[src/rtl/mm_vmx_pkg.sv]
// mm_vmx_pkg: shared defaults (DEF_DW, DEF_COLS, DEF_DEPTH) and the sequencer FSM state type
package mm_vmx_pkg;
  localparam int DEF_DW = 32;
  localparam int DEF_COLS = 4;
  localparam int DEF_DEPTH = 8;
  typedef enum logic [1:0] {IDLE, RUN, DRAIN, DONE} state_t;
endpackage

[src/rtl/psum_fifo.sv]
// psum_fifo: first-word-fall-through row FIFO; ports clk/rst (async high), i_push/i_data write, i_pop/o_data/o_valid read (o_data 0 when empty), o_count occupancy
module psum_fifo #(
  parameter int W = 128,
  parameter int DEPTH = 8
) (
  input  logic                       clk,
  input  logic                       rst,
  input  logic                       i_push,
  input  logic [W-1:0]               i_data,
  input  logic                       i_pop,
  output logic [W-1:0]               o_data,
  output logic                       o_valid,
  output logic [$clog2(DEPTH+1)-1:0] o_count
);
  localparam int AW = $clog2(DEPTH);
  localparam int CW = $clog2(DEPTH+1);
  logic [W-1:0] r_mem [DEPTH];
  logic [AW-1:0] r_wr, r_rd;
  logic [CW-1:0] r_count;
  logic w_pop;
  assign o_valid = r_count != '0;
  assign w_pop = i_pop && o_valid;
  assign o_data = o_valid ? r_mem[r_rd] : '0;
  assign o_count = r_count;
  always_ff @(posedge clk or posedge rst)
    if (rst) begin
      r_wr <= '0;
      r_rd <= '0;
      r_count <= '0;
    end else begin
      if (i_push) r_wr <= r_wr == AW'(DEPTH-1) ? '0 : r_wr + 1'b1;
      if (w_pop) r_rd <= r_rd == AW'(DEPTH-1) ? '0 : r_rd + 1'b1;
      r_count <= r_count + CW'(i_push) - CW'(w_pop);
    end
  always_ff @(posedge clk)
    if (i_push) r_mem[r_wr] <= i_data;
  a_no_overflow: assert property (@(posedge clk) disable iff (rst) !(i_push && r_count == CW'(DEPTH)))
    else $error("psum_fifo push while full");
endmodule

[src/rtl/psum_sequencer.sv]
// psum_sequencer: issues skewed bias rows to the collector chain and deskews captured sums into a result FIFO; ports start/tile_len/busy/done control, bin_* bias in, en_out/bin_col/sout_col collector side, res_* result out
module psum_sequencer
  import mm_vmx_pkg::*;
#(
  parameter int COLS = DEF_COLS,
  parameter int DW = DEF_DW,
  parameter int DEPTH = DEF_DEPTH
) (
  input  logic                 clk,
  input  logic                 rst,
  input  logic                 start,
  input  logic [15:0]          tile_len,
  input  logic                 bin_valid,
  output logic                 bin_ready,
  input  logic [COLS*DW-1:0]   bin_data,
  output logic                 en_out,
  output logic [COLS*DW-1:0]   bin_col,
  input  logic [COLS*DW-1:0]   sout_col,
  output logic                 res_valid,
  input  logic                 res_ready,
  output logic [COLS*DW-1:0]   res_data,
  output logic                 busy,
  output logic                 done
);
  localparam int W = COLS*DW;
  localparam int CW = $clog2(DEPTH+1);
  state_t r_state, w_next;
  logic [15:0] r_len, r_issued;
  logic [CW-1:0] r_inflight, w_count;
  logic [COLS-1:0] r_v;
  logic [W-1:0] r_bias [COLS];
  logic [W-1:0] r_asm [COLS-1];
  logic [W-1:0] w_row [COLS];
  logic w_issue, w_push;
  assign w_issue = bin_valid && bin_ready;
  assign w_push = r_v[COLS-1];
  assign en_out = r_v[0];
  always_ff @(posedge clk or posedge rst)
    if (rst) r_state <= IDLE;
    else r_state <= w_next;
  always_comb
    w_next = r_state == IDLE  ? (start ? RUN : IDLE) :
             r_state == RUN   ? (r_issued == r_len ? DRAIN : RUN) :
             r_state == DRAIN ? (r_inflight == '0 && w_count == '0 ? DONE : DRAIN) :
                                IDLE;
  always_comb begin
    busy = r_state != IDLE;
    done = r_state == DONE;
    bin_ready = r_state == RUN && r_issued < r_len && ({1'b0, r_inflight} + {1'b0, w_count}) < (CW+1)'(DEPTH);
  end
  always_ff @(posedge clk or posedge rst)
    if (rst) begin
      r_len <= '0;
      r_issued <= '0;
      r_inflight <= '0;
    end else begin
      if (r_state == IDLE && start) begin
        r_len <= tile_len;
        r_issued <= '0;
      end else if (w_issue) r_issued <= r_issued + 1'b1;
      r_inflight <= r_inflight + CW'(w_issue) - CW'(w_push);
    end
  always_ff @(posedge clk or posedge rst)
    if (rst) begin
      r_v <= '0;
      for (int j = 0; j < COLS; j++) r_bias[j] <= '0;
    end else begin
      r_v <= {r_v[COLS-2:0], w_issue};
      r_bias[0] <= w_issue ? bin_data : '0;
      for (int j = 1; j < COLS; j++) r_bias[j] <= r_bias[j-1];
    end
  always_ff @(posedge clk)
    for (int j = 0; j < COLS-1; j++) r_asm[j] <= w_row[j];
  always_comb begin
    w_row[0] = '0;
    w_row[0][DW-1:0] = sout_col[DW-1:0];
    for (int j = 1; j < COLS; j++) begin
      w_row[j] = r_asm[j-1];
      w_row[j][j*DW+:DW] = sout_col[j*DW+:DW];
    end
  end
  always_comb begin
    bin_col = '0;
    for (int k = 0; k < COLS; k++) bin_col[k*DW+:DW] = r_bias[k][k*DW+:DW];
  end
  psum_fifo #(.W(W), .DEPTH(DEPTH)) u_fifo (
    .clk(clk),
    .rst(rst),
    .i_push(w_push),
    .i_data(w_row[COLS-1]),
    .i_pop(res_ready),
    .o_data(res_data),
    .o_valid(res_valid),
    .o_count(w_count)
  );
endmodule

[config.mk]
export PLATFORM = sky130hd
export DESIGN_NAME = psum_sequencer
export DESIGN_NICKNAME = d
export VERILOG_FILES = /design/src/rtl/mm_vmx_pkg.sv /design/src/rtl/psum_fifo.sv /design/src/rtl/psum_sequencer.sv
export SDC_FILE = /design/constraint.sdc
export NUM_CORES = 1
export LEC_CHECK = 0
export BUFFER_PORTS_ARGS = -buffer_cell sky130_fd_sc_hd__buf_2
export CAP_MARGIN = 20
export CORE_MARGIN = 2
export CORE_UTILIZATION = 54
export DETAILED_ROUTE_END_ITERATION = 8
export MAX_ROUTING_LAYER = met4
export PLACE_DENSITY = 0.75
export SKIP_LAST_GASP = 1
export SYNTH_ARGS = -nofsm -noshare
export SYNTH_HDL_FRONTEND = slang
export SYNTH_SLANG_ARGS = --single-unit
[constraint.sdc]
create_clock -name clk -period 14.2 [get_ports clk]
set_input_delay 0 -clock clk [delete_from_list [all_inputs] [get_ports clk]]
set_output_delay 0 -clock clk [all_outputs]
set_load 0.02 [all_outputs]
# --- After elaboration in Yosys (flattened, before gate mapping) ---
# Memories as Yosys holds them, arrays and structs flattened.
# Cells that the tools add are included.
word_totals:
  regBits: 564
  memories: 2
  mem_bits_rw: 1408
  word_cells: 56
mem_list:
  columns: ["name", "words", "width", "read_ports", "rd_clocked_by_memory_dff", "wr", "line", "source"]
  rows:
  - ["u_fifo.r_mem", 8, 128, 1, 0, 1, "psum_fifo.sv:17", "logic [W-1:0] r_mem [DEPTH];"]
  - ["r_asm", 3, 128, 3, 0, 3, "psum_sequencer.sv:32", "logic [W-1:0] r_asm [COLS-1];"]
classes:
  order_cmp: 2
  addsub: 8
  mux: 14
  n_reduce_logical: 12
  n_eq_ne: 6
op_table:
  columns: ["cell", "count"]
  rows:
  - ["128-bit 2-to-1 mux", 2]
  - ["16-bit 2-to-1 mux", 2]
  - ["16-bit by 1-bit adder with 16-bit output, second input constant", 1]
  - ["16-bit equality test", 1]
  - ["16-bit less-than comparator", 1]
  - ["4-bit by 1-bit adder with 4-bit output", 2]
  - ["4-bit zero test", 2]
  - ["2-bit 2-to-1 mux", 4]
  - ["4-bit by 1-bit subtractor with 4-bit output", 2]
  - ["3-bit by 1-bit adder with 3-bit output, second input constant", 2]
  - ["3-bit equality test, second input constant", 2]
  - ["1-bit logical AND", 6]
  - ["3-bit 2-to-1 mux", 2]
  - ["4-bit by 4-bit adder with 5-bit output", 1]
  - ["5-bit by 4-bit less-than comparator with 1-bit output, second input constant", 1]
  - ["2-bit equality test, second input constant", 2]
  - ["1-bit 2-to-1 mux", 4]
  - ["2-bit nonzero test", 2]
  - ["4-bit nonzero test", 1]
  - ["2-bit by 1-bit equality test with 1-bit output, second input constant", 1]
  - ["2-bit zero test", 1]

# --- Logic depth before layout (Yosys ltp) ---
# Gate-level depths: netlist of the first run.
logic_depth:
  ltp_word: 6
  ltp_mapped: 15
  ltp_nobuf: 13

# --- Hierarchy ---
# Synthesis of the first run repeated with hierarchy kept, for this count alone.
unflattened:
  hier_cells: 2588
  area_unflattened_um2: 54927.7
modules_own_cells:
  columns: ["module", "seq_area_each_um2", "area_per_inst_um2", "cells_per_inst", "n_inst"]
  rows:
  - ["psum_fifo", 30999.7, 38833.5, 1554, 1]
  - ["psum_sequencer", 12902.4, 16094.2, 1034, 1]

# --- Least setup slack after synthesis of the first run ---
# No wires, ideal clock.
synth_path:
  path_type: "register to register"
  from: "register r_v[3]"
  to: "memory u_fifo.r_mem[0][0] (enable)"
  stages_incl_launch_ff: 3
  setup_ns: 0.772
  n_path_buf: 0
  slack_ns: 4.218
  synth_period_minus_slack_ns: 9.982
  t_required_ns: 13.428
  t_arrival_ns: 9.210
  cell_sequence: "dfrtp_1 nand2_1 nor3_1"
synth_via:
  elab_chain_cells: 2
synth_lines:
  columns: ["element", "line", "source"]
  rows:
  - ["start, declared", "psum_sequencer.sv:30", "logic [COLS-1:0] r_v;"]
  - ["start signal, assigned", "psum_sequencer.sv:68", "r_v <= {r_v[COLS-2:0], w_issue};"]
  - ["1-bit 2-to-1 mux", "psum_fifo.sv:36", "if (i_push) r_mem[r_wr] <= i_data;"]
  - ["1-bit 2-to-1 mux (implied by the code)", "psum_fifo.sv:36", null]
  - ["end, declared", "psum_fifo.sv:17", null]
# Every way passes these cells.

# --- Worst setup path in the final report of the first run ---
layout_path:
  from: "register u_fifo.r_rd[1]"
  to: "output res_data[30]"
layout_via:
  elab_chain_cells: 2
layout_lines:
  columns: ["element", "line", "source"]
  rows:
  - ["start, declared", "psum_fifo.sv:18", "logic [AW-1:0] r_wr, r_rd;"]
  - ["start signal, assigned", "psum_fifo.sv:32", "if (w_pop) r_rd <= r_rd == AW'(DEPTH-1) ? '0 : r_rd + 1'b1;"]
  - ["memory read 8 x 128 bit", null, null]
  - ["128-bit 2-to-1 mux", "psum_fifo.sv:23", "assign o_data = o_valid ? r_mem[r_rd] : '0;"]
  - ["end, declared", "psum_sequencer.sv:21", "output logic [COLS*DW-1:0] res_data,"]
# Every way passes these cells.

==> results of run 1 <==
worst max-delay path by stage:
| stage | from | to | slack (ps) | depth (start not counted) |
|---|---|---|---|---|
| floorplan | rst | bin_col[0]$_DFF_PP0_ | 3870 | 1 |
| global placement | u_fifo.r_rd[1]$_DFFE_PP0P_ | res_data[110] | 10410 | 6 |
| detailed placement | u_fifo.r_rd[1]$_DFFE_PP0P_ | res_data[110] | 10360 | 6 |
| CTS | u_fifo.r_rd[1]$_DFFE_PP0P_ | res_data[110] | 9560 | 6 |
| global route | u_fifo.r_rd[0]$_DFFE_PP0P_ | res_data[110] | 9500 | 6 |
| finish | u_fifo.r_rd[1]$_DFFE_PP0P_ | res_data[30] | 9720 | 6 |
registers in the layout, summed over array words and instances (netlist names), 16 cells and up:
| register | cells |
|---|---|
| u_fifo.r_mem | 1024 |
| r_asm | 192 |
| r_bias | 192 |
| bin_col | 128 |
| r_issued | 16 |
| r_len | 16 |
power by group through the flow:
stage               registers (mW)  clock network [mW]  logic [mW]
floorplan                     5.08                   0        1.85
global placement              5.18                   0        2.51
detailed placement            5.19                   0        2.54
CTS                           5.09                4.19        2.66
global route                  5.10                4.41        2.82
finish                        5.09                4.16        2.64
layout make-up:
cell class / count / area (µm²) / area share
repair buffers: 1043 / 7710 / 0.112
diodes: 16 / 40.0 / 0.000584
flip-flops and latches: 1588 / 43900 / 0.640
well taps: 1368 / 1710 / 0.0249
inverters: 39 / 154 / 0.00224
multi-input cells: 834 / 9900 / 0.144
clock inverters: 69 / 757 / 0.0110
clock buffers: 212 / 4430 / 0.0645
placed cells by master, fill, tap and decap left out, drive strengths merged, types with 14 or more instances in the layout:
| cell | Yosys | layout |
|---|---|---|
| edfxtp | 1024 | 1024 |
| buf | 175 | 578 |
| dlygate4sd3 | 0 | 465 |
| dfrtp | 372 | 372 |
| mux4 | 256 | 256 |
| clkbuf | 62 | 212 |
| dfxtp | 192 | 192 |
| nor2 | 146 | 146 |
| and2 | 130 | 130 |
| mux2i | 128 | 128 |
| inv | 39 | 49 |
| clkinv | 0 | 41 |
| ha | 34 | 34 |
| nand2 | 20 | 20 |
| mux2 | 20 | 20 |
| diode | 0 | 16 |
| bufinv | 0 | 14 |
metrics by stage:
step / area [µm²] / hold WS [ps] / util / instances / power, mW
finish: 68600 / -4.93 / 0.674 / 5169 / 11.9
global route: 68600 / 14.1 / 0.674 / 5163 / 12.3
CTS: 68500 / 2.93 / 0.673 / 5151 / 11.9
detailed placement: 58700 / 104 / 0.577 / 4405 / 7.73
global placement: 58700 / 102 / 0.577 / 4405 / 7.69
floorplan: 55300 / 27.7 / - / 2698 / 6.93
Yosys cell counts, types with 28 or more instances:
cell,count,area (µm²)
and2_1,130,813
buf_4,129,968
dfrtp_1,372,9310
mux4_2,256,5770
edfxtp_1,1024,30700
mux2i_1,128,1280
clkbuf_1,55,206
inv_1,38,143
ha_1,34,425
dfxtp_1,192,3840
buf_2,28,140
nor2_1,146,548
metal layers:
metal  share of wire  wire length, µm  up-vias
li1                -                -    12100
met1            0.38            47600    14400
met2            0.51            63700     1150
met3           0.071             8850      321
met4           0.036             4500        0
met5               0                0        -
logic make-up (layout without fill, tap and decap cells):
group                      after synthesis  after routing  share of synthesized area
muxes                                  404            404                      0.131
adders and majority gates               36             36                    0.00841
AOI/OAI and AO/OA                       41             41                    0.00550
DFF                                   1588           1588                      0.793
and+or+nand+nor                        348            348                     0.0316
xor gates and xnor gates                 5              5                   0.000792
other                                    0             16                          0
buffers and inverters                  276           1363                     0.0288
worst min-delay path, delay by kind of cell:
family	cells	cell delay, ps
buf+inv	3	1260
==> impl_metrics.json, run 1 <==
{
  "drtAntennaViolNets": 0,
  "reg2regPathDepth": 8,
  "period_needed_ps": 4480,
  "grt_pass1_wl_mm": 184,
  "ys_warn_count": 0,
  "synth_edf_count": 1024,
  "finalNetCount": 3973,
  "p_int_mw": 8.57,
  "p_seq_frac": 0.428,
  "drv_cap": 0,
  "critPathBufInv": 3,
  "fin_skew_ps": 28.9,
  "crit_type": "register to output port",
  "syn_to_final_growth_pct": 24.0,
  "hold_buffers": 465,
  "drive_above_1_share": 0.294,
  "gp_congestion": 0.771,
  "p_switching_mw": 3.31,
  "syn-num-nets": 3011,
  "yosysSeqAreaShare": 0.793,
  "cp_common_cell": "buf_4",
  "cp_slowest_cell": "dfrtp_4",
  "syn-instance-count": 2698,
  "overflow": 0,
  "syn_area_mm2": 0.0553,
  "crit_path_max_incr_delay_ps": 910,
  "ys.flop_type": "edfxtp_1",
  "num_rows": 117,
  "ys_types": 50,
  "cpLargestDelayFamily": "buffers and inverters",
  "synth.avg_cell_area_um2": 20.5,
  "finalCritPeriodShare": 0.315,
  "htreeDepth": 4,
  "wire_per_inst_um": 24.1,
  "fp.dieW_um": 324,
  "ioPinCount": 538,
  "finalSetupTns_ps": 0,
  "path_clk_slew_ps": 60,
  "ys_ff_latch": 1588,
  "design.core.area_mm2": 0.102,
  "leakage_nw": 26.9,
  "finalSetupViolCount": 0,
  "start_kind": "register",
  "grt_usage": 0.245,
  "cts_sinks": 1588,
  "antenna_found_initial": 10,
  "arrival_ps": 4480,
  "async_reset_ff_frac": 0.234,
  "violations": "negative hold slack",
  "dpl.hpwl_mm": 61.6,
  "drv_slew": 0,
  "p_comb_frac": 0.222,
  "cts-root-buf": "clkbuf_16",
  "finalWorstSetupSlack_ps": 9720,
  "cts_buffer_depth": 3,
  "die_area_mm2": 0.105,
  "power_density_mw_per_mm2": 173,
  "insertion_delay_ps": 750,
  "drt-total-wl_mm": 125,
  "worstPathMaxFanout": 70,
  "met1_usage": 0.293,
  "status": "complete, but fails checks",
  "drt_pass1_iterations": 5,
  "numCtsBuffers": 154,
  "cp.required_ps": 14200,
  "ir_worst_vdd_mv": 0.159,
  "max_slew_margin": 0.263,
  "hold_class": "primary input to async pin",
  "drcViolationCount": 0,
  "p_sw_frac": 0.279,
  "power_frac_clock": 0.350,
  "via_per_inst": 5.41,
  "cp-end-kind": "output port",
  "grt_use_met2": 0.404,
  "rr_endpoint": "r_issued[5]$_DFFE_PP0P_",
  "place_ws_ps": 10360,
  "grt.busiest_layer": "met2",
  "fmax_mhz": 223,
  "hold-worst-slack_ps": -4.93,
  "worst_pin_slew_ps": 1110,
  "grt_pass1_vias": 30400,
  "worst-r2r-setup-slack_ps": 10920,
  "cts_setup_buffers": 0,
  "use_met3": 0.0558,
  "die_h_um": 324,
  "hold_viol": 4,
  "start_util": 0.544,
  "path_cells": "buf_4 -> buf_4 -> mux4_2 -> mux2i_1 -> nor2_1 -> buf_2",
  "cts_tree": "done",
  "dr.first_iter.drc_count": 2416,
  "grt_max_degree": 152,
  "cts_resized": 0,
  "fillCellCount": 6115,
  "vias": 28000,
  "rsz0062_at_grt": "false",
  "reg2reg_from": "r_issued[7]$_DFFE_PP0P_",
  "numPortBuffers": 537
}
No activity file was read; power rests on OpenSTA's default activity.
==> inputs of run 2 (changes only) <==
--- a/config.mk
+++ b/config.mk
@@ -8,10 +8,10 @@
 export BUFFER_PORTS_ARGS = -buffer_cell sky130_fd_sc_hd__buf_2
 export CAP_MARGIN = 20
 export CORE_MARGIN = 2
-export CORE_UTILIZATION = 54
+export CORE_UTILIZATION = 53
 export DETAILED_ROUTE_END_ITERATION = 8
 export MAX_ROUTING_LAYER = met4
-export PLACE_DENSITY = 0.75
+export PLACE_DENSITY = 0.76
 export SKIP_LAST_GASP = 1
 export SYNTH_ARGS = -nofsm -noshare
 export SYNTH_HDL_FRONTEND = slang
==> constraint.sdc (replaced) <==
create_clock -name clk -period 4.04 [get_ports clk]
set_input_delay 0 -clock clk [delete_from_list [all_inputs] [get_ports clk]]
set_output_delay 0 -clock clk [all_outputs]
set_load 0.02 [all_outputs]
==> run 2 against run 1 <==
The flow now finishes without violations. Sequential power rose to 3.5 times the previous value. Critical path depth down 1. Via count up 1.6%. Clock skew up 17 ps. Final cell count up 1.1%. Count of clock-buffer cells in the layout up 24. Sequential share of layout area down 0.69 points. Clock power rose to 3.5 times the previous value. Final area up 1.1%. Non-clock buffer count up 35. Wire length up 2.4%. Total power rose to 3.5 times the previous value.
==> impl_metrics.json, run 2 (same netlist as run 1, synthesis figures left out) <==
{
  "arrival_ps": 3360,
  "period_needed_ps": 3360,
  "ir_worst_vdd_mv": 0.722,
  "drcViolationCount": 0,
  "path_cells": "buf_4 -> mux4_2 -> mux2i_1 -> nor2_1 -> buf_2",
  "cp_slowest_cell": "dfrtp_4",
  "power_density_mw_per_mm2": 608,
  "cts-root-buf": "clkbuf_16",
  "cts_resized": 0,
  "hold_viol": 0,
  "finalWorstSetupSlack_ps": 679,
  "die_h_um": 327,
  "finalNetCount": 4008,
  "overflow": 0,
  "fmax_mhz": 298,
  "dpl.hpwl_mm": 59.9,
  "drv_slew": 0,
  "fillCellCount": 6206,
  "p_comb_frac": 0.225,
  "gp_congestion": 0.772,
  "worst_pin_slew_ps": 1280,
  "dr.first_iter.drc_count": 2486,
  "p_switching_mw": 11.9,
  "place_ws_ps": 894,
  "post-route-util": 0.670,
  "crit_start": "u_fifo.r_rd[0]$_DFFE_PP0P_",
  "htreeDepth": 4,
  "die_area_mm2": 0.107,
  "antenna_found_initial": 17,
  "drt-total-wl_mm": 128,
  "grt_max_degree": 168,
  "cp-end-kind": "output port",
  "cts_sinks": 1588,
  "p_seq_frac": 0.425,
  "final_cell_mix": "edfxtp_1, buf_2, dlygate4sd3_1",
  "finalSetupTns_ps": 0,
  "drt_pass1_iterations": 5,
  "largest_reg_flops": 1024,
  "grt_usage": 0.248,
  "path_clk_slew_ps": 60,
  "ioPinCount": 538,
  "grt_pass1_vias": 30700,
  "largestRegisters": "u_fifo.r_mem: 1024 flops, r_asm: 192 flops, r_bias: 192 flops",
  "fp.dieW_um": 327,
  "max_slew_margin": 0.144,
  "multiInputGateArea_mm2": 0.00992,
  "worstPathMaxFanout": 29,
  "finalSetupViolCount": 0,
  "finalCritPeriodShare": 0.832,
  "hold-worst-slack_ps": 47.3,
  "crit_type": "register to output port",
  "wire_per_inst_um": 24.4,
  "drive_above_1_share": 0.291,
  "cp.required_ps": 4040,
  "power_frac_clock": 0.350,
  "cts_tree": "done",
  "hold_class": "primary input to register",
  "crit_path_max_incr_delay_ps": 850,
  "fin_cells": 5224,
  "layout_commonest_cell": "edfxtp_1",
  "dp_cells": 4423,
  "syn_to_final_growth_pct": 25.3,
  "drtAntennaViolNets": 0,
  "numCtsBuffers": 154,
  "num_rows": 118,
  "regArea_mm2": 0.0439,
  "top_register": "u_fifo.r_mem",
  "reg2reg_from": "r_issued[6]$_DFFE_PP0P_",
  "grt_pass1_wl_mm": 191,
  "p_sw_frac": 0.283,
  "numPortBuffers": 537,
  "status": "complete, no violations",
  "fin_skew_ps": 45.6,
  "vias": 28400,
  "leakage_nw": 27.1,
  "drv_cap": 0,
  "design.core.area_mm2": 0.103,
  "p_int_mw": 30.2,
  "start_kind": "register",
  "cts_buffer_depth": 3,
  "min_from": "bin_data[33]",
  "rsz0062_at_grt": "false",
  "start_util": 0.535,
  "insertion_delay_ps": 760,
  "via_per_inst": 5.44
}
==> run 2: cell types whose count changed in the layout (fill, tap and decap cells not counted), sizes merged, moves of 3 or more <==
cell,delta
dlygate4sd3,+31
clkinv,-6
bufinv,-7
clkbuf,+24
inv,-3
buf,+4
==> run 2: metrics by stage <==
stage,area (µm²),power [mW]
2_1_floorplan,55400,24.4
3_3_place_gp,59000,27.2
3_5_place_dp,59000,27.3
4_1_cts,69300,42.3
5_1_grt,69300,43.7
6_report,69400,42.1
==> run 2: metal layers <==
layer / global-route usage / vias to the layer above / share of wire
met3: 0.0512 / 272 / 0.067
met2: 0.408 / 1243 / 0.51
met1: 0.304 / 14700 / 0.38
li1: - / 12200 / -
met5: - / - / 0
met4: 0.0963 / 0 / 0.036
==> run 2: path summary, 6_finish.rpt <==
kind                       slack (ps)  cells after the start                       to
min in group asynchronous         110                      4    r_bias[489]$_DFF_PP0_
max in group asynchronous        3230                      4    bin_col[12]$_DFF_PP0_
max reg2reg                       900                     12  r_inflight[2]$_DFF_PP0_
min                                50                      3    r_bias[417]$_DFF_PP0_
max                               680                      5             res_data[13]
min reg2reg                       320                      0    r_asm[0][289]$_DFF_P_
==> run 2: critical path, delay by kind of cell, from the launching register on <==
family                 cells  cell delay [ps]
buffers and inverters      2              640
flip-flops                 1              850
AND/OR/NAND/NOR            1              120
multiplexers               2              930
==> run 2: layout make-up <==
class,instances,share of cell area
Sequential cell,1588,0.633
Multi-Input combinational cell,834,0.143
Timing Repair Buffer,1078,0.120
Clock buffer,236,0.0675
Tap cell,1380,0.0249
Clock inverter,52,0.00911
Inverter,39,0.00216
Antenna cell,17,0.000613
==> run 2: power groups by stage <==
stage	clock (mW)	combinational (mW)	sequential, mW
floorplan	0	6.50	17.9
global route	15.6	10.1	17.9
global placement	0	9.00	18.2
finish	14.7	9.49	17.9
CTS	14.9	9.51	17.9
detailed placement	0	9.05	18.3
==> run 2: repair_timing <==
action | 4_1_cts | 5_1_grt
endpoints found under the hold margin | 890 | 0
hold buffers | 496 | 0
setup buffers | 0 | 0
setup endpoints to repair | 0 | 0
